$ cat src/rtl/reset_hold_counter_pkg.sv
// Shared defaults for the BlackJack reset-button hold timer.
package reset_hold_counter_pkg;

    localparam int RHC_WIDTH      = 12;
    localparam int RHC_DEB_CYCLES = 1;

    localparam logic [RHC_WIDTH-1:0] CNT_MAX = {RHC_WIDTH{1'b1}};

endpackage : reset_hold_counter_pkg

$ cat src/rtl/reset_debouncer.sv
// Synchronizes and debounces the active-low reset button; emits press/release pulses.
module reset_debouncer
    import reset_hold_counter_pkg::*;
#(
    parameter int DEB_CYCLES = RHC_DEB_CYCLES
) (
    input  logic clk_2K,
    input  logic i_Reset,
    input  logic i_Button,
    output logic o_ButtonDeb,
    output logic o_ButtonDown,
    output logic o_ButtonUp
);

    localparam logic [7:0] DEB_LIMIT = 8'(DEB_CYCLES - 1);

    logic       sync_q;
    logic       deb_q;
    logic       deb_d;
    logic       deb_dly_q;
    logic [7:0] stab_q;
    logic [7:0] stab_d;

    // A level change is accepted only after DEB_CYCLES consecutive disagreeing samples.
    always_comb begin
        deb_d  = deb_q;
        stab_d = stab_q;
        if (sync_q != deb_q) begin
            if (stab_q == DEB_LIMIT) begin
                deb_d  = sync_q;
                stab_d = 8'd0;
            end else begin
                stab_d = stab_q + 8'd1;
            end
        end else begin
            stab_d = 8'd0;
        end
    end

    // Released (1) is the safe idle level for every button-path flop.
    always_ff @(posedge clk_2K or negedge i_Reset) begin
        if (!i_Reset) begin
            sync_q    <= 1'b1;
            deb_q     <= 1'b1;
            deb_dly_q <= 1'b1;
            stab_q    <= 8'd0;
        end else begin
            sync_q    <= i_Button;
            deb_q     <= deb_d;
            deb_dly_q <= deb_q;
            stab_q    <= stab_d;
        end
    end

    assign o_ButtonDeb  = deb_q;
    assign o_ButtonDown = deb_dly_q & ~deb_q;
    assign o_ButtonUp   = ~deb_dly_q & deb_q;

endmodule : reset_debouncer

$ cat src/rtl/reset_hold_counter.sv
// Saturating hold/general timer driven by the debounced player reset button.
module reset_hold_counter
    import reset_hold_counter_pkg::*;
#(
    parameter int WIDTH      = RHC_WIDTH,
    parameter int DEB_CYCLES = RHC_DEB_CYCLES
) (
    input  logic             clk_2K,
    input  logic             i_Reset,
    input  logic             i_Button,
    input  logic             i_ActCounter,
    input  logic             i_RstCounter,
    output logic [WIDTH-1:0] o_Count,
    output logic             o_TwoSec,
    output logic             o_RstOK,
    output logic             o_ButtonDeb,
    output logic             o_ButtonDown,
    output logic             o_ButtonUp
);

    localparam logic [WIDTH-1:0] CNT_FULL = {WIDTH{1'b1}};
    localparam logic [WIDTH-1:0] CNT_ZERO = {WIDTH{1'b0}};
    localparam logic [WIDTH-1:0] CNT_ONE  = {{(WIDTH-1){1'b0}}, 1'b1};

    logic             btn_deb_s;
    logic             btn_down_s;
    logic             btn_up_s;
    logic [WIDTH-1:0] count_q;
    logic [WIDTH-1:0] count_d;

    reset_debouncer #(
        .DEB_CYCLES (DEB_CYCLES)
    ) u_debouncer (
        .clk_2K       (clk_2K),
        .i_Reset      (i_Reset),
        .i_Button     (i_Button),
        .o_ButtonDeb  (btn_deb_s),
        .o_ButtonDown (btn_down_s),
        .o_ButtonUp   (btn_up_s)
    );

    // A fresh press restarts the hold measurement ahead of every other request.
    always_comb begin
        count_d = count_q;
        if (btn_down_s) begin
            count_d = CNT_ZERO;
        end else if (i_RstCounter) begin
            count_d = CNT_ZERO;
        end else if (i_ActCounter || !btn_deb_s) begin
            if (count_q == CNT_FULL) begin
                count_d = count_q;
            end else begin
                count_d = count_q + CNT_ONE;
            end
        end else begin
            count_d = count_q;
        end
    end

    // Count register.
    always_ff @(posedge clk_2K or negedge i_Reset) begin
        if (!i_Reset) begin
            count_q <= CNT_ZERO;
        end else begin
            count_q <= count_d;
        end
    end

    assign o_Count      = count_q;
    assign o_TwoSec     = (count_q == CNT_FULL);
    assign o_RstOK      = (count_q == CNT_ZERO);
    assign o_ButtonDeb  = btn_deb_s;
    assign o_ButtonDown = btn_down_s;
    assign o_ButtonUp   = btn_up_s;

endmodule : reset_hold_counter

$ cat config.mk
export PLATFORM = sky130hd
export DESIGN_NAME = reset_hold_counter
export DESIGN_NICKNAME = d
export VERILOG_FILES = /design/src/rtl/reset_hold_counter_pkg.sv /design/src/rtl/reset_debouncer.sv /design/src/rtl/reset_hold_counter.sv
export SDC_FILE = /design/constraint.sdc
export NUM_CORES = 1
export LEC_CHECK = 0
export CAP_MARGIN = 10
export CORE_UTILIZATION = 51
export CTS_CLUSTER_SIZE = 8
export DETAILED_ROUTE_END_ITERATION = 8
export PLACE_DENSITY_LB_ADDON = 0.2
export SLEW_MARGIN = 40
export SYNTH_ARGS = -nofsm -noshare
export SYNTH_HDL_FRONTEND = slang
export SYNTH_HIERARCHICAL = 1
export SYNTH_SLANG_ARGS = --single-unit
$ cat constraint.sdc
create_clock -name clk_2K -period 1.97 [get_ports clk_2K]
set_input_delay 0.4925 -clock clk_2K [delete_from_list [all_inputs] [get_ports clk_2K]]
set_output_delay 0.4925 -clock clk_2K [all_outputs]
set_load 0.02 [all_outputs]
; ---- After elaboration in Yosys (flattened, before gate mapping)
; Index checks and enable logic that the tools add are counted.
[totals]
reg_bits = 23
in_bits = 5
out_inout_bits = 17
wordCells = 27
[classes]
n_addsub = 2
eq_ne = 3
muxes = 6
bitwise_logic = 4
reduce_logical = 7
[ops]
columns = cell, count
row1 = 12-bit 2-to-1 mux, 4
row2 = 8-bit 2-to-1 mux, 2
row3 = 12-bit by 1-bit adder with 12-bit output (second input constant), 1
row4 = 12-bit equality test (second input constant), 1
row5 = 12-bit logical NOT, 1
row6 = 8-bit by 1-bit adder with 8-bit output (second input constant), 1
row7 = 8-bit logical NOT, 1
row8 = 2-bit AND reduction, 2
row9 = 3-bit by 2-bit != test with 1-bit output (second input constant), 1
row10 = 3-bit nonzero test, 1
row11 = 1-bit AND, 2
row12 = 1-bit inverter, 2
row13 = 1-bit logical NOT, 1
row14 = 1-bit logical OR, 1
row15 = 1-bit != test, 1

; ---- Logic depth before layout (Yosys ltp)
; Gate-level depths: netlist (run 1).
[logic_depth]
word_depth = 5
ltp_mapped = 5
ltp_nobuf = 5

; ---- Cells and area by module
; The synthesis (run 1) kept the hierarchy.
[by_module_without_submodules]
columns = mod, instances, cells_per_inst, area_each_um2, seq_area_each_um2
row1 = reset_hold_counter, 1, 80, 780.7, 300.3
row2 = reset_debouncer, 1, 48, 516.7, 279.0

; ---- Least setup slack after synthesis (run 1)
; No wires, ideal clock.
[synth_timing]
path_type = register -> output
from = register count_q[1], in the netlist o_Count[1]
to = output port o_TwoSec
arrival_time_ns = 1.319
t_required_ns = 1.477
path_slack_ns = 0.159
path_stages_with_launch = 4
path_buffers = 0
cell_sequence = dfrtp_1 ha_1 nand2_1 nor4_4
[synth_via]
elab_chain_len = 1
[synth_rtl]
columns = item, line_no
row1 = "start, declared", reset_hold_counter.sv:28  ; logic [WIDTH-1:0] count_q;
row2 = "start signal, assigned", reset_hold_counter.sv:65  ; count_q <= count_d;
row3 = 12-bit equality test, reset_hold_counter.sv:70  ; assign o_TwoSec = (count_q == CNT_FULL);
row4 = "end, declared", reset_hold_counter.sv:14  ; output logic o_TwoSec,
; No other way between the ends.

; ---- Worst setup path after layout (run 1)
[layout_timing]
from = register count_q[7], in the netlist o_Count[7]
to = output port o_RstOK
[layout_via]
elab_chain_len = 1
[layout_rtl]
columns = item, line_no
row1 = 12-bit logical NOT, reset_hold_counter.sv:71  ; assign o_RstOK = (count_q == CNT_ZERO);
row2 = "end, declared", reset_hold_counter.sv:15  ; output logic o_RstOK,
; No other way between the ends.

==> impl_metrics.env, run 1 <==
export IMPL_setup_viol_count_final=0
export IMPL_timing_critical_path_buf_inv=1
export IMPL_drt_pre_antenna_iters=4
export IMPL_wl_met1_mm=1.432
export IMPL_yosys_top_cells_count="sky130_fd_sc_hd__dfrtp_1, sky130_fd_sc_hd__o21ai_0, sky130_fd_sc_hd__nor2_1"
export IMPL_finalClockSkew_ps=10.41
export IMPL_number_of_global_route_vias_before_repair=1165
export IMPL_worst_r2r_path_depth=6
export IMPL_ff_to_ff_setup_slack_ps=310
export IMPL_slew_violations=0
export IMPL_yosysWarnings=6
export IMPL_hold_path_startpoint="u_debouncer/o_ButtonDeb"
export IMPL_power_frac_comb_pct=12.2
export IMPL_drt_iter0_markers=33
export IMPL_cts_hold_fix_buffers=0
export IMPL_cell_internal_pwr_w=0.0006033
export IMPL_power_sequential_fraction_pct=59.0
export IMPL_asyncSetResetFlopFracSynth_pct=100.0
export IMPL_drt_antenna_violating_nets=0
export IMPL_crit_reg2reg_capture="o_Count[9]"
export IMPL_startpoint_type="register"
export IMPL_synth_cells=128
export IMPL_gp_congestion=0.8367
export IMPL_finalInstanceArea_um2=1733
export IMPL_placement_rows=17
export IMPL_floorplan_initialDensity_pct=56.48
export IMPL_switching_power_w=0.0002234
export IMPL_yosys_top_cells_area="sky130_fd_sc_hd__dfrtp_1, sky130_fd_sc_hd__dfstp_2, sky130_fd_sc_hd__o21ai_0, sky130_fd_sc_hd__ha_1, sky130_fd_sc_hd__nand4_4"
export IMPL_synth_seq_cells=23
export IMPL_topRoutingLayerUsed="met4"
export IMPL_core_region_area_um2=2297
export IMPL_hpwl_mm=2.283
export IMPL_drc=0
export IMPL_power_switching_share_pct=27.03
export IMPL_num_fill_cells=161
export IMPL_globalRouteTotalUtil_pct=27.26
export IMPL_synth_top_cell_area_share_pct=38.57
export IMPL_setup_worst_path_class="reg -> out"
export IMPL_synth_top_cell_by_area="sky130_fd_sc_hd__dfrtp_1"
export IMPL_tritoncts_num_buffers=3
export IMPL_share_clk_of_total_power_pct=28.8
export IMPL_irDropWorstVdd_v=0.0005458
export IMPL_postLayoutCoreUtil_pct=75.44
export IMPL_slowest_cell_delay_on_critical_path_ps=460
export IMPL_die_width_um=52.44
export IMPL_grt_overflow_total=0
export IMPL_worst_slack_ps=69.31
export IMPL_synthesized_area_divided_by_synthesized_cell_count_um2=10.14
export IMPL_ctsHtreeMaxLevel=1
export IMPL_mappedNetlistArea_um2=1297
export IMPL_routed_via_density=6.005
export IMPL_fin_crit_sh_pct=96.48
export IMPL_clk_insertion_delay_late_ps=330
export IMPL_critPathMaxFanout=3
export IMPL_post_synth_edffs=0
export IMPL_max_cap_violations=0
export IMPL_cts_tree="built"
export IMPL_synth_yosys_seq_area_share_pct=44.65
export IMPL_detailedPlace_worstSlack_ps=-103.2
export IMPL_synth_nets=137
export IMPL_die_height_um=52.44
export IMPL_wl_met3_um=178
export IMPL_hold_class="reg -> reg"
export IMPL_via_count=1201
export IMPL_placedInstanceArea_um2=1677
export IMPL_run_status="complete, no violations"
export IMPL_postRouteWirelength_mm=3.208
export IMPL_die_area_um2=2750
export IMPL_worstPathCellList="nor4_2 > and4_1 > buf_4"
export IMPL_power_density_nw_per_um2=477.1
export IMPL_first_pass_grt_wire_length_mm=5.354
export IMPL_pin_count_of_the_biggest_net_entering_global_routing=24
export IMPL_clock_root_buffer="sky130_fd_sc_hd__clkbuf_4"
export IMPL_timing_final_crit_period_ps=1901
export IMPL_detail_route_wl_per_cell_um=16.04
export IMPL_worstPathArrival_ps=1410
export IMPL_synthDistinctLibCells=37
export IMPL_crit_slowest_cell="sky130_fd_sc_hd__dfrtp_1"
export IMPL_timing_hold_violations_final=0
export IMPL_synthToLayoutAreaGrowth_pct=33.56
export IMPL_hold_path_end="u_debouncer/deb_dly_q"
export IMPL_max_freq_mhz=526.1
export IMPL_p_leak_nw=0.8657
export IMPL_timing_critical_path_required_ps=1480
export IMPL_post_route_cells_drive_above_1_share_pct=27.33
export IMPL_nets=182
export IMPL_critical_path_top_delay_family="simple AND/OR/NAND/NOR gates"
export IMPL_yosys_cell_count_top_type="sky130_fd_sc_hd__dfrtp_1"
export IMPL_met2_wirelength_mm=1.499
export IMPL_port_buffer_count=21
export IMPL_max_clock_path_buffers=2
export IMPL_antenna_cells=0
export IMPL_setup_repair_after_global_routing_missed_its_margin="yes"
export IMPL_number_of_antenna_violations_at_the_first_check_in_global_routing=0
export IMPL_dominantRegCellSynth="sky130_fd_sc_hd__dfrtp_1"
export IMPL_worst_slew_pin_transition_ps=475.9
export IMPL_critPathCaptureType="output port"
export IMPL_regToRegStartpoint="o_Count[0]"
export IMPL_finalSetupTns_ps=0
export IMPL_clock_net_sink_count=23
export IMPL_clkTransAtPathRegs_ps=150
export IMPL_slew_headroom_pct=68.16
export IMPL_hold_path_cell_count=0
export IMPL_design_portCount=22
power groups by stage:
stage / clock (W) / combinational [W] / sequential [W]
6_report: 0.000238 / 0.000101 / 0.000488
2_1_floorplan: 0 / 0.0000407 / 0.000503
3_5_place_dp: 0 / 0.000105 / 0.000497
4_1_cts: 0.000242 / 0.0000995 / 0.000488
3_3_place_gp: 0 / 0.000101 / 0.000496
5_1_grt: 0.000255 / 0.000110 / 0.000489
what timing repair did:
action | in CTS | in global routing
endpoints found under the setup margin | 9 | 9
resized for setup | 16 | 11
gates cloned | 0 | 0
setup buffers | 2 | 0
pin swaps | 1 | 2
layout make-up:
class | count | area, um^2 | area share [%]
inverter | 8 | 30.03 | 1.733
clock buffer | 3 | 22.52 | 1.300
clock inverter | 1 | 7.507 | 0.4332
multi-input combinational | 95 | 685.7 | 39.57
sequential | 23 | 580.6 | 33.50
timing repair buffer | 42 | 371.6 | 21.44
tap | 28 | 35.03 | 2.022
per-stage QoR:
step / total power (W) / hold slack, ps / cells
after floorplan: 0.0005435 / 196.9 / 128
after global placement: 0.0005973 / 396.0 / 194
after detailed placement: 0.0006012 / 397.5 / 194
after CTS: 0.0008292 / 416.7 / 200
after global routing: 0.0008545 / 428.1 / 200
final: 0.0008267 / 416.0 / 200
worst max path at each step:
stage | start | endpoint | slack [ps] | cells past startpoint
3_3_place_gp | i_ActCounter | o_Count[7] | -30 | 5
6_report | o_Count[7] | o_RstOK | 70 | 3
4_1_cts | o_Count[6] | o_Count[6] | 3 | 2
3_5_place_dp | i_ActCounter | o_Count[9] | -100 | 5
5_1_grt | o_Count[7] | o_RstOK | -20 | 3
2_1_floorplan | o_Count[1] | o_TwoSec | 160 | 3
placed cells by master, fill, tap and decap left out, types with 2 or more instances in the layout:
cell                               n
sky130_fd_sc_hd__a21oi_1           8
sky130_fd_sc_hd__and2_1            2
sky130_fd_sc_hd__buf_4            23
sky130_fd_sc_hd__clkbuf_4          3
sky130_fd_sc_hd__clkdlybuf4s15_1   2
sky130_fd_sc_hd__clkdlybuf4s50_1   7
sky130_fd_sc_hd__dfrtp_1          19
sky130_fd_sc_hd__dfstp_2           3
sky130_fd_sc_hd__dlygate4sd2_1     4
sky130_fd_sc_hd__dlymetal6s2s_1    5
sky130_fd_sc_hd__ha_1              4
sky130_fd_sc_hd__inv_1             8
sky130_fd_sc_hd__nand2_1           8
sky130_fd_sc_hd__nand3_1           7
sky130_fd_sc_hd__nand4_1           2
sky130_fd_sc_hd__nand4_2           2
sky130_fd_sc_hd__nand4_4           2
sky130_fd_sc_hd__nor2_1           10
sky130_fd_sc_hd__nor2b_1           3
sky130_fd_sc_hd__nor3_1            2
sky130_fd_sc_hd__o21ai_0          11
sky130_fd_sc_hd__o311ai_0          2
sky130_fd_sc_hd__o41ai_1           4
sky130_fd_sc_hd__or2_2             2
sky130_fd_sc_hd__or3_1             6
sky130_fd_sc_hd__xnor2_1           3
sky130_fd_sc_hd__xor2_1            2
sequential cells by signal (all words and copies together), names as in the netlist:
name	flops
u_debouncer/stab_q	8
o_Count	12
u_debouncer/sync_q	1
u_debouncer/deb_dly_q	1
u_debouncer/o_ButtonDeb	1
cells by family after synthesis:
kind of cell	after synthesis	share of synthesized area, %
AOI/OAI and AO/OA	29	15.24
and+or+nand+nor	55	28.25
DFF	23	44.65
adders and majority gates	4	3.857
xor gates and xnor gates	5	3.376
muxes	2	1.639
buffers and inverters	10	2.989
layer usage:
metal	track usage, %	vias up
met1	36.11	585
met5	0	-
li1	-	559
met4	13.60	0
met3	3.768	12
met2	43.25	45
(Power assumes the default switching activity.)
==> run 2, diff against run 1 <==
- clock period: 1.97 -> 1.85 ns (I/O delays scaled with it)
==> run 2 against run 1 <==
The run now ends with negative setup slack left. Worst hold slack got worse by 19 ps. Register-to-register slack got worse by 150 ps. Combinational power rose by 17%. Sequential cell count did not move. Design area rose by 4.0%. Non-clock buffer count rose by 10. Via count rose by 0.83%. Critical path depth did not move. Critical endpoint unchanged. Largest power group unchanged.
==> impl_metrics.env, run 2 (synthesis results as in run 1) <==
export IMPL_run_status="complete, but fails checks"
export IMPL_violated_checks="negative setup slack"
export IMPL_gp_congestion=0.8738
export IMPL_cell_internal_pwr_w=0.0006513
export IMPL_layout_cells_most_common_list="sky130_fd_sc_hd__buf_4, sky130_fd_sc_hd__dfrtp_1, sky130_fd_sc_hd__o21ai_0, sky130_fd_sc_hd__dlygate4sd2_1, sky130_fd_sc_hd__nor2_1"
export IMPL_regToRegStartpoint="o_Count[0]"
export IMPL_die_width_um=52.44
export IMPL_drt_antenna_violating_nets=0
export IMPL_hold_class="reg -> reg"
export IMPL_tritoncts_num_buffers=3
export IMPL_timing_hold_violations_final=0
export IMPL_pin_count_of_the_biggest_net_entering_global_routing=24
export IMPL_placement_rows=17
export IMPL_postRouteWirelength_mm=3.241
export IMPL_core_region_area_um2=2297
export IMPL_cts_tree="built"
export IMPL_hpwl_mm=2.362
export IMPL_worst_r2r_path_depth=6
export IMPL_drc=0
export IMPL_worstPathArrival_ps=1440
export IMPL_drt_iter0_markers=34
export IMPL_nets=192
export IMPL_switching_power_w=0.0002115
export IMPL_critPathCapture="o_RstOK"
export IMPL_post_route_cells_drive_above_1_share_pct=31.87
export IMPL_largest_register_ffs=12
export IMPL_max_cap_violations=0
export IMPL_max_clock_path_buffers=2
export IMPL_grt_overflow_total=0
export IMPL_power_density_nw_per_um2=478.6
export IMPL_setup_viol_count_final=2
export IMPL_clock_root_buffer="sky130_fd_sc_hd__clkbuf_4"
export IMPL_number_of_global_route_vias_before_repair=1193
export IMPL_die_height_um=52.44
export IMPL_worst_slew_pin_transition_ps=377.3
export IMPL_die_area_um2=2750
export IMPL_port_buffer_count=21
export IMPL_design_portCount=22
export IMPL_first_pass_grt_wire_length_mm=5.237
export IMPL_drt_pre_antenna_iters=4
export IMPL_timing_final_crit_period_ps=1902
export IMPL_fin_crit_sh_pct=102.8
export IMPL_via_count=1211
export IMPL_startpoint_type="register"
export IMPL_number_of_antenna_violations_at_the_first_check_in_global_routing=0
export IMPL_max_freq_mhz=525.7
export IMPL_irDropWorstVdd_v=0.0007186
export IMPL_finalInstanceArea_um2=1803
export IMPL_share_clk_of_total_power_pct=26.0
export IMPL_power_sequential_fraction_pct=60.4
export IMPL_num_fill_cells=158
export IMPL_antenna_cells=0
export IMPL_timing_critical_path_from="o_Count[6]"
export IMPL_post_layout_total_power_w=0.0008629
export IMPL_power_switching_share_pct=24.52
export IMPL_finalClockSkew_ps=3.597
export IMPL_power_frac_comb_pct=13.6
export IMPL_critPathCaptureType="output port"
export IMPL_floorplan_initialDensity_pct=56.48
export IMPL_globalRouteTotalUtil_pct=26.61
export IMPL_setup_repair_after_global_routing_missed_its_margin="yes"
export IMPL_cts_hold_fix_buffers=0
export IMPL_worst_slack_ps=-52.11
export IMPL_routed_via_density=5.767
export IMPL_clk_insertion_delay_late_ps=300
export IMPL_slew_headroom_pct=74.53
export IMPL_detail_route_wl_per_cell_um=15.43
export IMPL_crit_reg2reg_capture="o_Count[9]"
export IMPL_synthToLayoutAreaGrowth_pct=38.96
export IMPL_timing_critical_path_required_ps=1390
export IMPL_ff_to_ff_setup_slack_ps=160
export IMPL_placedInstanceArea_um2=1737
export IMPL_p_leak_nw=0.9121
export IMPL_most_frequent_standard_cell_in_the_layout_excluding_fill_and_tap_cells="sky130_fd_sc_hd__buf_4"
export IMPL_slew_violations=0
export IMPL_clock_net_sink_count=23
export IMPL_critPathMaxFanout=4
export IMPL_ctsHtreeMaxLevel=1
export IMPL_setup_worst_path_class="reg -> out"
export IMPL_clkTransAtPathRegs_ps=120
run 2: cell count changes in the layout (fill, tap and decap cells not counted), sizes merged:
cell and change:
clkbuf +3, buf +9, clkdlybuf4s15 -2, clkdlybuf4s50 -3, dlygate4sd2 +7, clkinvlp -1
dlymetal6s2s -3
run 2: area by class of cell:
type	count	area, um^2	area share [%]
multi-input cells	95	705.7	39.14
flip-flops and latches	23	579.3	32.13
clock buffers	4	26.28	1.457
inverters	8	30.03	1.666
well taps	28	35.03	1.943
repair buffers	52	426.7	23.66
run 2: how the worst min path moves through the flow:
| stage | start | slack, ps | depth (start not counted) | to |
|---|---|---|---|---|
| after detailed placement | u_debouncer/o_ButtonDeb | 380 | 0 | u_debouncer/deb_dly_q |
| after CTS | u_debouncer/o_ButtonDeb | 400 | 0 | u_debouncer/deb_dly_q |
| after floorplan | i_Reset | 170 | 0 | o_Count[0] |
| after global routing | u_debouncer/o_ButtonDeb | 400 | 0 | u_debouncer/deb_dly_q |
| final | u_debouncer/o_ButtonDeb | 400 | 0 | u_debouncer/deb_dly_q |
| after global placement | u_debouncer/o_ButtonDeb | 380 | 0 | u_debouncer/deb_dly_q |
run 2: power groups by stage:
stage	clock network, W	logic, W	registers [W]
finish	0.000224	0.000118	0.000521
detailed placement	0	0.000119	0.000528
global route	0.000255	0.000130	0.000522
global placement	0	0.000118	0.000528
floorplan	0	0.0000433	0.000536
CTS	0.000235	0.000111	0.000519
run 2: routing by layer:
metal	track usage [%]	wire length, um	up-vias
li1	-	-	578
met1	33.03	1392	592
met2	45.36	1656	39
met3	7.246	166	2
met4	6.579	26	0
met5	0	0	-
run 2: through the flow:
step	hold WS [ps]	setup WS, ps	util (%)	cells	TNS, ps
after global placement	378.9	-75.77	75.60	202	-448.3
after CTS	399.7	-16.44	76.74	208	-21.11
after floorplan	166.9	68.50	-	128	0
final	396.8	-52.11	78.49	210	-72.22
after global routing	404.4	-100.8	78.49	210	-195.8
after detailed placement	381.9	-165.6	75.60	202	-1001
run 2: repair_timing:
item,CTS,global route
endpoints found under the setup margin,15,6
pin swaps,1,2
gates resized for setup,25,11
buffers inserted,2,2
run 2: critical path: stages, from the launching register on:
cell                      delay [ps]
sky130_fd_sc_hd__dfrtp_1         450
sky130_fd_sc_hd__nor4_2          320
sky130_fd_sc_hd__and4_1          230
sky130_fd_sc_hd__buf_4           140
